<file path="src/rtl/nonrestoring_divider_if.sv">
// rtl/nonrestoring_divider_if.sv - divider handshake/result bundle; div_zero only under DIV_ZERO_FLAG_EN
interface nonrestoring_divider_if #(
   parameter int W = 8
);
   logic         start;
   logic [W-1:0] Data_A;
   logic [W-1:0] Data_B;
   logic         busy;
   logic         done;
   logic [W-1:0] Quotient;
   logic [W-1:0] Remainder;
`ifdef DIV_ZERO_FLAG_EN
   logic         div_zero;
`endif

   modport master (
      output start, Data_A, Data_B,
      input  busy, done, Quotient, Remainder
`ifdef DIV_ZERO_FLAG_EN
      , input div_zero
`endif
   );

   modport slave (
      input  start, Data_A, Data_B,
      output busy, done, Quotient, Remainder
`ifdef DIV_ZERO_FLAG_EN
      , output div_zero
`endif
   );
endinterface

</file>
<file path="src/rtl/nonrestoring_divider.sv">
// rtl/nonrestoring_divider.sv - sequential unsigned non-restoring divider; DIV_ZERO_FLAG_EN adds zero-divisor fast path
module nonrestoring_divider #(
   parameter int W = 8
) (
   input logic                  clk,
   input logic                  rst,
   nonrestoring_divider_if.slave bus
);
   localparam int CW = $clog2(W);

   typedef enum logic [1:0] {IDLE, CALC, FIX, DONE} state_t;

   state_t        state;
   logic [CW-1:0] cnt;
   logic [W:0]    p;
   logic [W-1:0]  a;
   logic [W-1:0]  d;
   logic          busy_r;
   logic          done_r;
   logic [W-1:0]  quo_r;
   logic [W-1:0]  rem_r;
   logic [W+1:0]  shifted;
   logic [W+1:0]  nxt;

   // One extra bit of headroom: 2P+bit can exceed the W+1-bit range before the add/sub
   always_comb begin
      shifted = {p, a[W-1]};
      nxt     = p[W] ? shifted + {2'b00, d} : shifted - {2'b00, d};
   end

`ifdef DIV_ZERO_FLAG_EN
   logic dz_r;
   assign bus.div_zero = dz_r;
`endif

   always_ff @(posedge clk) begin
      if (rst) begin
         state  <= IDLE;
         cnt    <= '0;
         p      <= '0;
         a      <= '0;
         d      <= '0;
         busy_r <= 1'b0;
         done_r <= 1'b0;
         quo_r  <= '0;
         rem_r  <= '0;
`ifdef DIV_ZERO_FLAG_EN
         dz_r   <= 1'b0;
`endif
      end else begin
         case (state)
            IDLE: begin
               if (bus.start) begin
                  a      <= bus.Data_A;
                  d      <= bus.Data_B;
                  p      <= '0;
                  cnt    <= '0;
                  busy_r <= 1'b1;
`ifdef DIV_ZERO_FLAG_EN
                  dz_r   <= (bus.Data_B == '0);
                  if (bus.Data_B == '0) begin
                     quo_r  <= '1;
                     rem_r  <= bus.Data_A;
                     done_r <= 1'b1;
                     state  <= DONE;
                  end else begin
                     state  <= CALC;
                  end
`else
                  state  <= CALC;
`endif
               end
            end
            CALC: begin
               p <= nxt[W:0];
               a <= {a[W-2:0], ~nxt[W+1]};
               if (cnt == CW'(W - 1)) begin
                  cnt   <= '0;
                  state <= FIX;
               end else begin
                  cnt <= cnt + 1'b1;
               end
            end
            FIX: begin
               // Modular W-bit add is exact: the corrected remainder lies in [0, D)
               quo_r  <= a;
               rem_r  <= p[W] ? p[W-1:0] + d : p[W-1:0];
               done_r <= 1'b1;
               state  <= DONE;
            end
            DONE: begin
               done_r <= 1'b0;
               busy_r <= 1'b0;
               state  <= IDLE;
            end
            default: state <= IDLE;
         endcase
      end
   end

   assign bus.busy      = busy_r;
   assign bus.done      = done_r;
   assign bus.Quotient  = quo_r;
   assign bus.Remainder = rem_r;
endmodule

</file>
<file path="src/flat_wrapper.sv">
// flat-port wrapper written by rule: the top's interface ports become plain ports
module nonrestoring_divider_flat 
#(
   parameter int W = 8
)
  (clk, rst, bus_start, bus_Data_A, bus_Data_B, bus_busy, bus_done, bus_Quotient, bus_Remainder);
  nonrestoring_divider_if #(.W(W)) bus_i ();
  input logic clk;
  input logic rst;
  input wire logic [$bits(bus_i.start)-1:0] bus_start;
  input wire logic [$bits(bus_i.Data_A)-1:0] bus_Data_A;
  input wire logic [$bits(bus_i.Data_B)-1:0] bus_Data_B;
  output wire logic [$bits(bus_i.busy)-1:0] bus_busy;
  output wire logic [$bits(bus_i.done)-1:0] bus_done;
  output wire logic [$bits(bus_i.Quotient)-1:0] bus_Quotient;
  output wire logic [$bits(bus_i.Remainder)-1:0] bus_Remainder;
  assign bus_i.start = bus_start;
  assign bus_i.Data_A = bus_Data_A;
  assign bus_i.Data_B = bus_Data_B;
  assign bus_busy = bus_i.busy;
  assign bus_done = bus_i.done;
  assign bus_Quotient = bus_i.Quotient;
  assign bus_Remainder = bus_i.Remainder;
  nonrestoring_divider #(.W(W)) u_core (.clk(clk), .rst(rst), .bus(bus_i));
endmodule
</file>
<file path="config.mk">
export PLATFORM = sky130hd
export DESIGN_NAME = nonrestoring_divider_flat
export DESIGN_NICKNAME = d
export VERILOG_FILES = /design/src/rtl/nonrestoring_divider_if.sv /design/src/rtl/nonrestoring_divider.sv /design/src/flat_wrapper.sv
export SDC_FILE = /design/constraint.sdc
export NUM_CORES = 1
export LEC_CHECK = 0
export BUFFER_PORTS_ARGS = -buffer_cell sky130_fd_sc_hd__buf_2
export CORE_MARGIN = 10
export CORE_UTILIZATION = 48
export DETAILED_ROUTE_END_ITERATION = 8
export GPL_TIMING_DRIVEN = 0
export PLACE_DENSITY = 0.66
export SLEW_MARGIN = 20
export SYNTH_ARGS = -nofsm -noshare
export SYNTH_HDL_FRONTEND = slang
export SYNTH_SLANG_ARGS = --single-unit
</file>
<file path="constraint.sdc">
create_clock -name clk -period 3.4 [get_ports clk]
set_clock_uncertainty 0.1 [all_clocks]
set_input_delay 0.17 -clock clk [delete_from_list [all_inputs] [get_ports clk]]
set_output_delay 0.17 -clock clk [all_outputs]
set_load 0.02 [all_outputs]
</file>
==> results.toml <==
[detailed_routing]
via_count = 2506
drc = 0
wl_per_cell_um = 14.8
routed_wl_um = 6890
final_antenna_net_count = 0
drt_pass1_iterations = 4
drtIter0Drc = 78
via_per_inst = 5.40

[min_path]
hold_path_class = "input pin to register"
min_from = "bus_Data_A[5]"
hold_depth = 3

[job]
max_cap_viol_count = 0

[global_route]
grt_util_all_layers = 0.141
grt_pass1_wl_um = 11500
grt_max_degree = 18
grt_pass1_vias = 2464
grt_antenna_before_repair = 0
grt-ovfl-total = 0

[sta]
setup-violations-final = 0
max_freq_mhz = 365
slew_headroom = 0.614
hold_viol = 0
period_needed_ns = 2.74
rsz0062_at_grt = "no"
slew_violations = 0
worst_pin_slew_ns = 0.562
period_share = 0.806
tns_ns = 0

[setup_path]
cp.required_ns = 3.50
ff2ff_path_depth = 10
path_depth = 10
cp_common_cell = "nor2_1"
crit_start = "u_core.d[2]"
cp.arrival_ns = 2.84
start_kind = "register"
endpoint_kind = "register"
worstPathCellList = "nor2_1 > nor4b_2 > nor2_1 > xor2_1 > ha_1 > a21o_1 > a21oi_1 > o21ai_0 > a311oi_1 > nor4_1"
critPathTopFamily = "compound AO/OA/AOI/OAI gates"
worstSetupPathType = "register to register"
crit_slowest_cell = "nor4b_2"
crit_fanout = 5
crit_buf_inv = 0
r2r-start = "u_core.d[2]"
slowest_delay_ns = 0.40

[cells_and_area]
layout_common_cells = "52 x nor2_1, 48 x dfxtp_1, 39 x buf_2"
final_cells = 464
seq_area_um2 = 961
syn2layout_area_growth_pct = 16.2
final_common_cell = "nor2_1"
fin_nets = 432
num_antenna_cells = 0
multi_input_area_um2 = 1790
fillers = 554
drive_gt1_frac = 0.154
utilization = 0.571

[power]
p_clk_frac = 0.159
p_leak_nw = 1.49
p_int_w = 0.00157
comb_power_share = 0.533
p_per_area_nw_per_um2 = 834
sequentialPowerShare = 0.308
peakVddDrop_mv = 0.550
switching_power_w = 0.00123
switching_share = 0.439

[die]
pin_count = 37
core_um2 = 5890
fp.dieArea_um2 = 9540
dieWidth_um = 97.7
start_util = 0.492
std_cell_rows = 28
die_h_um = 97.7

[cts]
cts-htree-levels = 2
clk_pin_slew_ns = 0.10
tritoncts = "built"
cts.path.max_buffers = 2
cts_sinks = 48
clk-insertion-delay-late_ns = 0.31
cts_root_buffer = "clkbuf_8"
cts_resized = 0
numCtsBuffers = 5

[synthesis]
postSynth.asyncResetShare = 0
synth_area_um2 = 2900
synth_edf_count = 0
synth.distinct_cells = 51
syn-num-nets = 382
yosys_warnings = 0
ys.flop_type = "dfxtp_1"
synth_top_area_frac = 0.332
ys_top_cells_by_area = "dfxtp_1 33%, ha_1 9.9%, mux2i_1 8.0%, nor2_1 6.7%, a21oi_1 4.3%"
avgSynthCellArea_um2 = 8.57
ys_seq_area_frac = 0.332
synth_top_cell_by_area = "dfxtp_1"
synthCells = 338
synth-seq-cells = 48

[place]
port-buffer-count = 35
placed_cells = 448
place.gp.congestion = 0.937
dp_hpwl_um = 5260

[run_status]
status = "completed"
[cell families (layout without fill, tap and decap cells)]
group                    after synthesis  after routing  synth area share
flip-flops                            48             48             0.332
buffers and inverters                 28             79            0.0510
XOR/XNOR                              12             12            0.0363
AND/OR/NAND/NOR                      123            123             0.204
multiplexers                          24             24            0.0834
AO/OA/AOI/OAI                         78             78             0.180
adder cells (fa/ha/maj)               25             25             0.113
[path summary, 6_finish.rpt]
check                                 end  slack (ns)
setup reg to reg              u_core.a[0]        0.66
hold / removal                u_core.a[5]        0.09
hold reg to reg   u_core.bus.Remainder[6]        0.38
setup / recovery              u_core.a[0]        0.66
[cell type report]
type | count | area share
inverter | 10 | 0.0112
multi-input combinational | 262 | 0.531
clock buffer | 5 | 0.0205
buffer | 18 | 0.0327
tap | 75 | 0.0279
sequential | 48 | 0.286
clock inverter | 3 | 0.0149
timing repair buffer | 43 | 0.0759
[per-layer routing]
metal	GRT usage	vias up	part of all wire
met5	0	-	0
met3	0.0370	7	0.049
met4	0.0324	0	0.011
met1	0.178	1146	0.48
li1	-	1300	-
met2	0.234	53	0.46
[what timing repair did]
| item | CTS | global route |
|---|---|---|
| setup endpoints to repair | 0 | 0 |
| hold buffers | 8 | 0 |
| setup buffers | 0 | 0 |
| hold endpoints to repair | 8 | 0 |
[sequential cells by signal (all words and copies together), names as in the netlist]
register,cells
u_core.bus.done,1
u_core.bus.Remainder,8
u_core.d,8
u_core.p,9
u_core.bus.busy,1
u_core.cnt,3
u_core.state,2
u_core.a,8
u_core.bus.Quotient,8
[tightest hold or removal path: stages]
cell      delay (ns)
buf_2           0.09
mux2i_1         0.11
a211oi_1        0.08
[synthesized netlist by cell type (6+ instances only)]
master	count
a21oi_1	25
xor2_1	7
nor2_1	52
nor3_1	10
mux2i_1	23
o21a_1	6
nand2_1	24
o21ai_0	7
dfxtp_1	48
ha_1	23
a211oi_1	12
clkbuf_1	8
inv_1	10
[power groups by stage]
stage                     sequential [W]  clock [W]  combinational, W
after CTS                       0.000863   0.000461           0.00150
after global routing            0.000892   0.000472           0.00168
after floorplan                 0.000899          0           0.00112
final                           0.000863   0.000447           0.00149
after global placement          0.000871          0           0.00146
after detailed placement        0.000875          0           0.00148
[through the flow]
stage	area, um2	setup slack (ns)	power (W)	hold WS (ns)
final	3360	0.659	0.00280	0.0869
after global routing	3360	0.523	0.00304	0.0939
after CTS	3360	0.671	0.00282	0.0853
after detailed placement	3160	0.706	0.00236	0.319
after global placement	3160	0.690	0.00234	0.316
after floorplan	2900	1.02	0.00202	0.206
Note: power is estimated with default switching activity, not from simulation.
